[config.mk]
export PLATFORM = sky130hd
export DESIGN_NAME = counter_run_ctrl
export DESIGN_NICKNAME = d
export VERILOG_FILES = /design/src/rtl/counter_run_ctrl.sv
export SDC_FILE = /design/constraint.sdc
export NUM_CORES = 1
export LEC_CHECK = 0
export ABC_AREA = 1
export CAP_MARGIN = 20
export CORE_ASPECT_RATIO = 1.4
export CORE_MARGIN = 2
export CORE_UTILIZATION = 30
export CTS_CLUSTER_DIAMETER = 150
export CTS_CLUSTER_SIZE = 25
export DETAILED_ROUTE_END_ITERATION = 10
export PLACE_DENSITY = 0.51
export SLEW_MARGIN = 40
export SYNTH_ARGS = -nofsm -noshare
export SYNTH_HDL_FRONTEND = slang
export SYNTH_SLANG_ARGS = --single-unit
[constraint.sdc]
create_clock -name clk1 -period 2.5 [get_ports clk1]
set_input_delay 0.25 -clock clk1 [delete_from_list [all_inputs] [get_ports clk1]]
set_output_delay 0.25 -clock clk1 [all_outputs]
set_load 0.005 [all_outputs]
[src/rtl/counter_run_ctrl.sv]
// Run/trigger controller for the LED counter: command-driven start/stop/clear/load,
// prescaled tick, compare-match trigger and a 4-bit LED slice of the count.
module counter_run_ctrl #(
  parameter int CNT_W        = 32,
  parameter int PRE_W        = 8,
  parameter int LED_BASE     = 28,
  parameter bit STOP_ON_TRIG = 1'b1
) (
  input  logic             clk1,
  input  logic             rst,
  input  logic             cmd_valid,
  output logic             cmd_ready,
  input  logic [2:0]       cmd_op,
  input  logic [CNT_W-1:0] cmd_data,
  input  logic [PRE_W-1:0] prescale,
  output logic [CNT_W-1:0] cnt,
  output logic             running,
  output logic             armed,
  output logic             trig,
  output logic             wrap,
  output logic [3:0]       led
);

  localparam logic [1:0] ST_STOPPED   = 2'd0;
  localparam logic [1:0] ST_RUNNING   = 2'd1;
  localparam logic [1:0] ST_TRIGGERED = 2'd2;

  localparam logic [2:0] OP_NOP    = 3'b000;
  localparam logic [2:0] OP_START  = 3'b001;
  localparam logic [2:0] OP_STOP   = 3'b010;
  localparam logic [2:0] OP_CLEAR  = 3'b011;
  localparam logic [2:0] OP_LOAD   = 3'b100;
  localparam logic [2:0] OP_ARM    = 3'b101;
  localparam logic [2:0] OP_DISARM = 3'b110;
  localparam logic [2:0] OP_NOP2   = 3'b111;

  logic [1:0]       state;
  logic [PRE_W-1:0] pre_cnt;
  logic [CNT_W-1:0] match_val;
  logic [CNT_W-1:0] cnt_next;
  logic             accept;
  logic             cmd_eff;
  logic             pre_done;
  logic             step;
  logic             hit;

  // >= rather than == so a prescale lowered below pre_cnt still ticks and restarts.
  assign accept   = cmd_valid && cmd_ready;
  assign cmd_eff  = accept && (cmd_op != OP_NOP) && (cmd_op != OP_NOP2);
  assign pre_done = (pre_cnt >= prescale);
  assign step     = running && pre_done && !cmd_eff;
  assign cnt_next = cnt + CNT_W'(1);
  assign hit      = step && armed && (cnt_next == match_val);
  assign led      = cnt[LED_BASE +: 4];

  always_ff @(posedge clk1) begin
    if (rst) begin
      state     <= ST_STOPPED;
      pre_cnt   <= '0;
      match_val <= '0;
      cnt       <= '0;
      running   <= 1'b0;
      armed     <= 1'b0;
      trig      <= 1'b0;
      wrap      <= 1'b0;
      cmd_ready <= 1'b0;
    end else begin
      cmd_ready <= !accept;
      trig      <= hit;
      wrap      <= step && (cnt_next == '0);

      if (running) begin
        pre_cnt <= pre_done ? '0 : pre_cnt + PRE_W'(1);
      end

      if (step) begin
        cnt <= cnt_next;
      end

      if (hit) begin
        armed <= 1'b0;
        state <= ST_TRIGGERED;
        if (STOP_ON_TRIG) begin
          running <= 1'b0;
        end
      end

      // Commands override any tick in the same cycle; hit is already suppressed then.
      if (accept) begin
        case (cmd_op)
          OP_START: begin
            state   <= ST_RUNNING;
            running <= 1'b1;
            pre_cnt <= '0;
          end
          OP_STOP: begin
            if (state != ST_STOPPED) begin
              state   <= ST_STOPPED;
              running <= 1'b0;
            end
          end
          OP_CLEAR: begin
            state   <= ST_STOPPED;
            running <= 1'b0;
            cnt     <= '0;
            pre_cnt <= '0;
          end
          OP_LOAD: begin
            cnt     <= cmd_data;
            pre_cnt <= '0;
          end
          OP_ARM: begin
            armed     <= 1'b1;
            match_val <= cmd_data;
          end
          OP_DISARM: begin
            armed <= 1'b0;
          end
          default: begin
          end
        endcase
      end
    end
  end

endmodule
# [Word-level counts from Yosys, hierarchy flattened]
# Index checks and enable logic that the tools add are counted.
[totals] ff_bits=79 input_bits=46 output_inout_bits=41 wordCells=53
[classes] n_addsub=2 order_cmp=1 eq_ne=8 n_mux=18 reduce_logical=15
[op_table] op="$mux W32" n=2
[op_table] op="$pmux W32 S2" n=1
[op_table] op="$add A32 B1 Y32 const B" n=1
[op_table] op="$eq A32 B32 Y1" n=1
[op_table] op="$logic_not A32 Y1" n=1
[op_table] op="$mux W8" n=4
[op_table] op="$eq A3 B3 Y1 const B" n=3
[op_table] op="$add A8 B1 Y8 const B" n=1
[op_table] op="$ge A8 B8 Y1" n=1
[op_table] op="$logic_and A1 B1 Y1" n=8
[op_table] op="$eq A3 B2 Y1 const B" n=2
[op_table] op="$mux W2" n=3
[op_table] op="$pmux W2 S3" n=1
[op_table] op="$mux W1" n=5
[op_table] op="$eq A3 B1 Y1 const B" n=1
[op_table] op="$ne A3 B3 Y1 const B" n=1
[op_table] op="$pmux W1 S3" n=1
[op_table] op="$reduce_bool A3 Y1" n=1
[op_table] op="$reduce_or A3 Y1" n=1
[op_table] op="$logic_not A1 Y1" n=2
[op_table] op="$pmux W1 S2" n=1
[op_table] op="$reduce_and A2 Y1" n=1
[op_table] op="$reduce_bool A2 Y1" n=1

# [Depth between registers and ports, before layout]
# Gate-level depths: netlist of the first run.
[logic_depth] depth_word=11 ltp_mapped=17 ltp_nobuf=16

# [Worst setup path after synthesis of the first run]
# OpenSTA, ideal clock, no wires.
[synth_path] path_kind="register to register" from="register cnt[0]" to="register armed" setup_ns=0.130 arrival_time_ns=1.946 t_required_ns=2.370 setup_slack_ns=0.424 stages_incl_launch_ff=17 n_path_buf=0 period_less_slack_ns=2.076 path_cell_list="dfxtp_1 ha_1 nand2_1 nor2_4 nand2_2 nor2_4 nand2_1 nand2_2 nand2_1 nand2_1 nand2_1 nor2_1 nand2_1 nor2_1 nand4_2 nand2_1 a21oi_2"
[synth_via] elab_chain_cells=6
[synth_lines] item="start: declaration" line_no="16" rtl="output logic [CNT_W-1:0] cnt,"
[synth_lines] item="start signal: assignment" line_no="77" rtl="cnt <= cnt_next;"
[synth_lines] item="start signal: assignment" line_no="109" rtl="cnt <= cmd_data;"
[synth_lines] item="$add A32 B1 Y32 *" line_no="52" rtl="assign cnt_next = cnt + CNT_W'(1);"
[synth_lines] item="$eq A32 B32 Y1 *" line_no="53" rtl="assign hit = step && armed && (cnt_next == match_val);"
[synth_lines] item="$logic_and A1 B1 Y1 *" line_no="53"
[synth_lines] item="$mux W1 *" line_no="80" rtl="if (hit) begin"
[synth_lines] item="$pmux W1 S2" line_no="90" rtl="case (cmd_op)"
[synth_lines] item="$mux W1 *" line_no="89" rtl="if (accept) begin"
[synth_lines] item="end signal: assignment" line_no="63" rtl="armed <= 1'b0;"
[synth_lines] item="end signal: assignment" line_no="81" rtl="armed <= 1'b0;"
[synth_lines] item="end signal: assignment" line_no="113" rtl="armed <= 1'b1;"
[synth_lines] item="end: declaration" line_no="18" rtl="output logic armed,"
# Every way passes the cells marked *; elsewhere a longest branch is shown, timed or not.
# A chain may end at the register's enable or synchronous reset.

# [Final worst setup path of the first run]
[layout_path] from="register cnt[2]" to="register armed"
# The elaborated chain is that of the path after synthesis.

==> results of run 1 <==
==> per-stage QoR <==
stage               util (%)  hold WS [ps]  worst slack [ps]
floorplan                  -           397               424
global placement        38.8           453              54.5
detailed placement      38.8           460              18.4
CTS                     40.6           470              41.5
global route            40.9           497             -11.6
finish                  40.9           470               157
==> cell families (layout without fill, tap and decap cells) <==
kind of cell             after synthesis  count (layout)  share of synthesized area [%]
buffers and inverters                126             241                           9.19
XOR/XNOR                               8               8                           1.81
AND/OR/NAND/NOR                      498             498                           41.4
AO/OA/AOI/OAI                        160             160                           15.6
flip-flops                            79              79                           29.4
adder cells (fa/ha/maj)               11              11                           2.56
==> synthesized netlist by cell type (5+ instances only) <==
cell,number
clkbuf_1,19
nand4_1,10
nor3_1,6
ha_1,11
nand3b_1,12
o21ai_0,58
a21oi_1,86
inv_1,91
o211ai_1,8
nand2_2,16
inv_2,5
nor2_1,98
buf_4,5
dfxtp_1,79
nand3_1,57
nand2_1,263
nor2_2,13
==> state kept, by name (all words and copies together) (netlist names) <==
signal and cells:
match_val 32, wrap 1, running 1, pre_cnt 8, state 2, cnt 32
cmd_ready 1, trig 1, armed 1
==> per-layer routing <==
layer  routed length, um  part of all wire, %
met1                8130                   42
met2                9880                   51
met3                 754                  3.9
met4                 424                  2.2
met5                   0                    0
==> path summary, 6_finish.rpt <==
kind	to	start	cells past startpoint
setup / recovery	armed	cnt[2]	13
hold / removal	state[1]	state[1]	2
setup reg to reg	armed	cnt[2]	13
hold reg to reg	state[1]	state[1]	2
==> cell type report <==
type                       count  share of cell area (%)
clock buffer                  11                    3.53
inverter                      96                    5.04
clock inverter                 5                   0.787
multi-input combinational    677                    46.9
sequential                    79                    22.2
timing repair buffer         129                    17.4
tap                          236                    4.13
==> timing repair <==
item | CTS | global route
gates resized for setup | 0 | 15
setup buffers | 0 | 1
setup endpoints to repair | 0 | 6
endpoints found under the hold margin | 0 | 0
==> power groups by stage <==
| stage | clock [W] | sequential (W) | combinational (W) |
|---|---|---|---|
| after floorplan | 0 | 0.00132 | 0.000139 |
| after global placement | 0 | 0.00132 | 0.000300 |
| after detailed placement | 0 | 0.00132 | 0.000300 |
| after CTS | 0.00140 | 0.00129 | 0.000302 |
| after global routing | 0.00145 | 0.00130 | 0.000336 |
| final | 0.00138 | 0.00129 | 0.000304 |
==> worst max-delay path, cell delays in order (launching register included) <==
cell	delay (ps)
dfxtp_1	440
nand2_1	130
nor2_4	190
nand2_4	110
nor2_8	250
nand3b_2	110
nand2_1	140
nand2_1	60
nand2_1	110
nand3_1	100
nor2_2	250
nand4_4	170
nand2_1	110
a21oi_2	50
==> cells in the final DEF, fill, tap and decap left out, drive strengths merged <==
| cell | instances |
|---|---|
| a21o | 1 |
| a21oi | 88 |
| a31oi | 2 |
| and2 | 4 |
| and3 | 2 |
| buf | 43 |
| bufinv | 1 |
| clkbuf | 11 |
| clkdlybuf4s50 | 86 |
| clkinv | 3 |
| clkinvlp | 1 |
| dfxtp | 79 |
| ha | 11 |
| inv | 96 |
| nand2 | 281 |
| nand3 | 58 |
| nand3b | 13 |
| nand4 | 11 |
| nor2 | 117 |
| nor3 | 7 |
| nor3b | 2 |
| nor4 | 2 |
| o2111ai | 1 |
| o211ai | 8 |
| o21ai | 59 |
| o31ai | 1 |
| or2 | 1 |
| xnor2 | 4 |
| xnor3 | 2 |
| xor2 | 2 |
==> impl_metrics.csv, run 1 <==
group,metric,value,unit
worst_setup_path,ff2ff_setup_slack,160,ps
logic_synthesis,synth-seq-area-share,29.4,%
global_route,gr-usage-met2,37.0,%
cts,cts_buffers,9,
global_route,track_usage,20.7,%
floorplan,die_h,162,um
drt,antenna_left,0,
floorplan,ios,87,
layout,antenna_cells,0,
cts,cts_htree_levels,3,
cts,ctsHoldBuffers,0,
floorplan,core,17500,sq um
worst_setup_path,end_kind,"flop",
worst_setup_path,path_class,"flop to flop",
worst_setup_path,critPathMaxFanout,10,
cts,clk-insertion-delay-late,350,ps
timing,relSlewSlack,67.4,%
placed_design,dp_hpwl,14.9,mm
logic_synthesis,async_reset_ff_share,0,%
drt,vias,5894,
cts,tritoncts,"built",
layout,final-seq-area,1590,sq um
drt,wl_per_cell,15.6,um
logic_synthesis,synth_edf_count,0,
pwr,p_total,0.00298,W
pwr,ir_worst_vdd,0.268,mV
logic_synthesis,syn_area,5380,sq um
logic_synthesis,ys_types,40,
placed_design,place_inst,1216,
pwr,p_clk_share,46.3,%
logic_synthesis,syn_avg_cell_area,6.10,sq um
timing,setup_viol,0,
global_route,grt_max_degree,38,
logic_synthesis,ys.flop_type,"dfxtp_1",
drt,drt_iter0_markers,274,
pwr,p_switching,0.000728,W
placed_design,port_buffers,86,
drt,drc,0,
logic_synthesis,syn-num-nets,939,
logic_synthesis,synth_largest_area_cell,"dfxtp_1",
worst_setup_path,start_kind,"flop",
timing,fmax,427,MHz
cts,clockBufferDepth,2,
outcome,status,"finished, final reports clean",
global_route,antenna_found_initial,0,
pwr,powerDensity,416,nW/um^2
layout,multiInputGateArea,3360,sq um
layout,area_delta_synth_final,33.0,%
global_route,top_usage_layer,"met2",
floorplan,die_w,117,um
cts,cts_root_buf,"clkbuf_16",
min_path,min_path_type,"flop to flop",
drt,vias_per_cell,4.78,
layout,n_fill_cell,1900,
timing,final-hold-violation-count,0,
timing,final.setup_skew,8.38,ps
pwr,combPwrFrac,10.2,%
layout,fin_nets,1049,
floorplan,initial_core_util,30.8,%
global_route,grt_pass1_vias,5517,
layout,drive_gt1_share,12.0,%
layout,instances_no_fill,1233,
pwr,p_leak,2.92,nW
pwr,internal_power,0.00225,W
timing,fin_crit,2340,ps
placed_design,place_area,6780,sq um
placed_design,gp_congestion,0.969,
logic_synthesis,synth_top_cell_area_share,29.4,%
floorplan,die-area,19000,sq um
timing,setup_tns,0,ps
global_route,grt_pass1_wl,29.5,mm
drt,first_pass_iters,5,
timing,worst_pin_slew,488,ps
logic_synthesis,yosys_warnings,0,
timing,final.period_utilization,93.7,%
global_route,grt_overflow_total,0,
logic_synthesis,synthCells,882,
run,maxCapViolCount,0,
global_route,use_met1,25.1,%
floorplan,rows,57,
pwr,p_sw_share,24.4,%
pwr,seqPwrFrac,43.5,%
logic_synthesis,ys_top_cells_by_area,"dfxtp_1, nand2_1, a21oi_1, nor2_1, inv_1",
drt,drt_wl_total,19.2,mm
cts,clkTransAtPathRegs,60,ps
worst_setup_path,worstPathRequired,2720,ps
timing,final_max_slew_viol_count,0,
global_route,met3_usage,2.90,%
layout,final_area,7150,sq um
cts,clock_sinks,79,
worst_setup_path,arrival,2560,ps
logic_synthesis,ys_seq_elements,79,
(Power assumes the default switching activity.)
==> inputs of run 2 (changes only) <==
--- a/config.mk
+++ b/config.mk
@@ -14,6 +14,7 @@
 export CTS_CLUSTER_SIZE = 25
 export DETAILED_ROUTE_END_ITERATION = 10
 export PLACE_DENSITY = 0.51
+export SETUP_SLACK_MARGIN = 0.05
 export SLEW_MARGIN = 40
 export SYNTH_ARGS = -nofsm -noshare
 export SYNTH_HDL_FRONTEND = slang
==> impl_metrics.csv, run 2 (synthesized netlist as in run 1, its figures left out) <==
group,metric,value,unit
floorplan,die_h,162,um
placed_design,gp_congestion,0.969,
worst_setup_path,r2r_cells,14,
pwr,powerDensity,414,nW/um^2
timing,fmax,434,MHz
floorplan,rows,57,
placed_design,place_inst,1216,
timing,fin_crit,2310,ps
placed_design,dp_slack,18.4,ps
worst_setup_path,r2r-end,"armed",
cts,cts_htree_levels,3,
timing,setup_tns,0,ps
drt,drt_iter0_markers,280,
min_path,min-delay-start,"state[1]",
worst_setup_path,ff2ff_setup_slack,190,ps
layout,drive_gt1_share,12.9,%
worst_setup_path,arrival,2530,ps
min_path,min_to,"state[1]",
worst_setup_path,cp_top_family,"simple AND/OR/NAND/NOR gates",
pwr,ir_worst_vdd,0.268,mV
timing,final.period_utilization,92.3,%
worst_setup_path,path_class,"flop to flop",
pwr,p_leak,2.93,nW
drt,drt_wl_total,19.3,mm
worst_setup_path,critPathSlowestCell,"dfxtp_2",
timing,fin_ws,194,ps
worst_setup_path,worstPathRequired,2720,ps
timing,relSlewSlack,68.3,%
cts,tritoncts,"built",
pwr,p_clk_share,46.2,%
timing,rsz0062_at_grt,"yes",
worst_setup_path,r2r-start,"cnt[1]",
pwr,p_switching,0.000732,W
min_path,min_path_type,"flop to flop",
drt,wl_per_cell,15.6,um
layout,mostFrequentLayoutCells,"nand2_1, inv_1, nor2_1",
layout,top_regs,"cnt x32, match_val x32, pre_cnt x8",
cts,clkTransAtPathRegs,70,ps
worst_setup_path,crit_start,"cnt[1]",
min_path,min_path_cells,2,
worst_setup_path,cp_common_cell,"nand2_1",
global_route,grt_pass1_vias,5524,
floorplan,core,17500,sq um
timing,worst_pin_slew,476,ps
worst_setup_path,timing.critical_path.cells,"buf_4 -> nand2_1 -> nor2_4 -> nand2_2 -> nor2_4 -> nand2_1 -> nand2_1 -> nand3_1 -> nand2_1 -> nand3_1 -> nor2_4 -> nand4_4 -> nand2_1 -> a21oi_2",
global_route,track_usage,20.7,%
worst_setup_path,cp_num_buf_inv,1,
worst_setup_path,start_kind,"flop",
floorplan,ios,87,
cts,clock_sinks,79,
timing,final-hold-violation-count,0,
worst_setup_path,end_kind,"flop",
cts,clk-insertion-delay-late,350,ps
drt,vias_per_cell,4.82,
placed_design,dp_hpwl,14.9,mm
placed_design,port_buffers,86,
outcome,status,"finished, final reports clean",
layout,instances_no_fill,1234,
drt,first_pass_iters,6,
floorplan,die-area,19000,sq um
run,maxCapViolCount,0,
worst_setup_path,cp_slowest_stage_delay,360,ps
pwr,combPwrFrac,10.4,%
worst_setup_path,critPathMaxFanout,6,
floorplan,initial_core_util,30.8,%
pwr,p_sw_share,24.5,%
layout,area_delta_synth_final,33.9,%
drt,drc,0,
global_route,grt_overflow_total,0,
pwr,internal_power,0.00225,W
placed_design,place_area,6780,sq um
layout,fin_nets,1050,
timing,final.setup_skew,9.01,ps
layout,utilization,41.2,%
layout,final_area,7200,sq um
timing,setup_viol,0,
cts,cts_root_buf,"clkbuf_16",
global_route,grt_max_degree,38,
drt,vias,5943,
cts,clockBufferDepth,2,
cts,cts_buffers,9,
floorplan,die_w,117,um
global_route,antenna_found_initial,0,
layout,antenna_cells,0,
timing,final_max_slew_viol_count,0,
layout,layout_commonest_cell,"nand2_1",
drt,antenna_left,0,
pwr,seqPwrFrac,43.4,%
global_route,grt_pass1_wl,29.6,mm
run 2: cell types whose count changed in the layout (fill, tap and decap cells not counted), sizes merged:
cell	change
nor2	+1
run 2: how the worst max path moves through the flow:
stage | endpoint | slack, ps | cells past startpoint
finish | armed | 190 | 14
global route | trig | 30 | 15
CTS | armed | 50 | 17
detailed placement | cnt[27] | 20 | 13
global placement | cnt[22] | 50 | 13
floorplan | armed | 420 | 16
run 2: metal layers:
layer	up-vias	share of wire [%]	global-route usage, %
li1	3079	-	-
met1	2695	42	25.1
met2	145	52	37.1
met3	24	3.7	2.90
met4	0	2.1	6.20
met5	-	0	0
run 2: tightest hold or removal path, stage by stage (launching register included):
cell,delay (ps)
dfxtp_1,320
inv_1,70
a21oi_2,50
run 2: area by class of cell:
class | instances | area (sq um)
timing repair buffer | 129 | 1250
tap | 236 | 295
clock inverter | 5 | 56.3
inverter | 96 | 360
multi-input combinational | 678 | 3400
sequential | 79 | 1590
fill | 1901 | 10300
clock buffer | 11 | 253
run 2: power by group through the flow:
stage	Combinational [W]	Clock (W)	Sequential, W
4_1_cts	0.000302	0.00140	0.00129
3_5_place_dp	0.000300	0	0.00132
5_1_grt	0.000341	0.00146	0.00130
2_1_floorplan	0.000139	0	0.00132
3_3_place_gp	0.000300	0	0.00132
6_report	0.000309	0.00138	0.00129
run 2: metrics by stage:
| stage | total power (W) | hold WS, ps |
|---|---|---|
| 5_1_grt | 0.00309 | 497 |
| 3_3_place_gp | 0.00162 | 453 |
| 3_5_place_dp | 0.00162 | 460 |
| 4_1_cts | 0.00300 | 470 |
| 6_report | 0.00298 | 469 |
| 2_1_floorplan | 0.00146 | 397 |
run 2: what timing repair did:
item / in CTS / in global routing
setup buffers: 0 / 1
cloned: 0 / 1
pin swaps: 0 / 8
resized for setup: 1 / 25
setup endpoints to repair: 1 / 6
hold buffers: 0 / 0
==> inputs of run 3 (changes only) <==
--- a/config.mk
+++ b/config.mk
@@ -13,7 +13,7 @@
 export CTS_CLUSTER_DIAMETER = 150
 export CTS_CLUSTER_SIZE = 25
 export DETAILED_ROUTE_END_ITERATION = 10
-export PLACE_DENSITY = 0.51
+export PLACE_DENSITY = 0.62
 export SETUP_SLACK_MARGIN = 0.05
 export SLEW_MARGIN = 40
 export SYNTH_ARGS = -nofsm -noshare
==> constraint.sdc (replaced) <==
create_clock -name clk1 -period 2.94 [get_ports clk1]
set_input_delay 0.294 -clock clk1 [delete_from_list [all_inputs] [get_ports clk1]]
set_output_delay 0.294 -clock clk1 [all_outputs]
set_load 0.005 [all_outputs]
==> impl_metrics.csv, run 3 (synthesized netlist as in run 1, its figures left out) <==
group,metric,value,unit
layout,antenna_cells,0,
timing,final.period_utilization,86.2,%
cts,cts_setup_buffers,0,
pwr,p_switching,0.000610,W
pwr,combPwrFrac,9.6,%
worst_setup_path,critPathMaxFanout,6,
cts,tritoncts,"built",
global_route,antenna_found_initial,0,
global_route,grt_max_degree,53,
drt,drt_iter0_markers,245,
worst_setup_path,ff2ff_setup_slack,410,ps
drt,vias,5885,
drt,antenna_left,0,
global_route,grt_pass1_wl,29.0,mm
timing,rsz0062_at_grt,"no",
cts,clkTransAtPathRegs,60,ps
floorplan,core,17500,sq um
layout,fin_nets,1025,
cts,clockBufferDepth,2,
min_path,min-delay-start,"state[1]",
pwr,powerDensity,367,nW/um^2
worst_setup_path,end_kind,"flop",
worst_setup_path,timing.critical_path.cells,"buf_4 -> nand3_1 -> nor2_1 -> nand3_1 -> nand2_1 -> nand2_1 -> nand2_1 -> nand2_1 -> inv_1 -> nand2_1 -> nor2_1 -> nand2_1 -> nor2_2 -> nand4_2 -> nand2_1 -> a21oi_2",
worst_setup_path,start_kind,"flop",
drt,vias_per_cell,4.87,
layout,area_delta_synth_final,27.7,%
cts,cts_buffers,9,
worst_setup_path,r2r_cells,16,
timing,final-hold-violation-count,0,
drt,wl_per_cell,15.3,um
drt,drt_wl_total,18.6,mm
layout,mostFrequentLayoutCells,"nand2_1, nor2_1, inv_1",
worst_setup_path,cp_num_buf_inv,2,
pwr,p_clk_share,46.6,%
pwr,ir_worst_vdd,0.277,mV
outcome,status,"finished, final reports clean",
worst_setup_path,cp_common_cell,"nand2_1",
placed_design,dp_hpwl,14.3,mm
worst_setup_path,path_class,"flop to flop",
cts,cts_resized,0,
cts,clk-insertion-delay-late,350,ps
global_route,track_usage,20.0,%
floorplan,rows,57,
timing,setup_viol,0,
min_path,min_path_type,"flop to flop",
drt,first_pass_iters,5,
run,maxCapViolCount,0,
cts,cts_root_buf,"clkbuf_16",
layout,instances_no_fill,1209,
pwr,p_leak,2.76,nW
timing,worst_pin_slew,700,ps
layout,layout_commonest_cell,"nand2_1",
floorplan,die-area,19000,sq um
worst_setup_path,worstPathRequired,3160,ps
layout,utilization,39.3,%
placed_design,gp_congestion,0.986,
layout,drive_gt1_share,8.53,%
worst_setup_path,cp_top_family,"simple AND/OR/NAND/NOR gates",
min_path,min_to,"state[1]",
min_path,min_path_cells,2,
worst_setup_path,r2r-start,"cnt[0]",
timing,setup_tns,0,ps
layout,top_regs,"cnt x32, match_val x32, pre_cnt x8",
worst_setup_path,cp_slowest_stage_delay,330,ps
placed_design,port_buffers,86,
global_route,grt_overflow_total,0,
timing,final_max_slew_viol_count,0,
floorplan,ios,87,
pwr,seqPwrFrac,43.7,%
timing,fin_crit,2530,ps
layout,n_fill_cell,1892,
pwr,p_sw_share,24.2,%
timing,relSlewSlack,53.3,%
floorplan,initial_core_util,30.8,%
drt,drc,0,
timing,fmax,395,MHz
worst_setup_path,r2r-end,"armed",
cts,clock_sinks,79,
floorplan,die_h,162,um
placed_design,place_inst,1193,
timing,final.setup_skew,7.14,ps
pwr,internal_power,0.00191,W
cts,ctsHoldBuffers,0,
worst_setup_path,critPathSlowestCell,"dfxtp_1",
floorplan,die_w,117,um
cts,cts_htree_levels,3,
global_route,grt_pass1_vias,5636,
worst_setup_path,arrival,2750,ps
[run 3: cell count changes in the layout (fill, tap and decap cells not counted), moves of 4 or more]
cell and change:
buf_12 -4, buf_4 -20, dfxtp_1 +6, dfxtp_2 -6, nor2_1 +7, nor2_4 -6
[run 3: worst reg2reg max path, cell delays in order (launching register included)]
cell     delay (ps)
dfxtp_1         330
buf_4           150
nand3_1         230
nor2_1          300
nand3_1         230
nand2_1         150
nand2_1         100
nand2_1          70
nand2_1         100
inv_1            70
nand2_1          40
nor2_1           90
nand2_1          80
nor2_2          100
nand4_2         170
nand2_1         130
a21oi_2          50
[run 3: power by group through the flow]
stage,clock network (W),logic (W),registers (W)
3_3_place_gp,0,0.000243,0.00113
3_5_place_dp,0,0.000243,0.00113
4_1_cts,0.00119,0.000245,0.00110
2_1_floorplan,0,0.000118,0.00112
6_report,0.00117,0.000243,0.00110
5_1_grt,0.00123,0.000269,0.00110
[run 3: metal layers]
metal,vias up,wire [um],global-route usage (%)
met4,0,887,10.4
met2,159,9430,35.4
met3,46,753,2.94
li1,3027,-,-
met5,-,0,0
met1,2653,7490,22.7
[run 3: worst max path at each step]
stage,start,endpoint,slack (ps),depth (start not counted)
4_1_cts,cnt[1],armed,440,16
3_5_place_dp,prescale[7],cnt[22],410,13
6_report,cnt[0],armed,410,16
2_1_floorplan,cnt[0],armed,860,16
5_1_grt,cnt[0],armed,280,16
3_3_place_gp,cnt[0],armed,460,16
[run 3: per-stage QoR]
| stage | setup WS, ps | hold slack [ps] | instance area, sq um | power (W) |
|---|---|---|---|---|
| after global placement | 464 | 445 | 6560 | 0.00137 |
| after CTS | 438 | 463 | 6870 | 0.00253 |
| after detailed placement | 405 | 453 | 6560 | 0.00137 |
| after floorplan | 864 | 439 | 5380 | 0.00124 |
| final | 406 | 465 | 6870 | 0.00252 |
| after global routing | 283 | 483 | 6870 | 0.00260 |
[run 3: layout make-up]
type | count | area (sq um) | area share [%]
Clock buffer | 12 | 256 | 3.74
Clock inverter | 4 | 53.8 | 0.784
Inverter | 96 | 360 | 5.25
Multi-Input combinational cell | 677 | 3300 | 48.1
Sequential cell | 79 | 1580 | 23.0
Tap cell | 236 | 295 | 4.30
Timing Repair Buffer | 105 | 1020 | 14.8
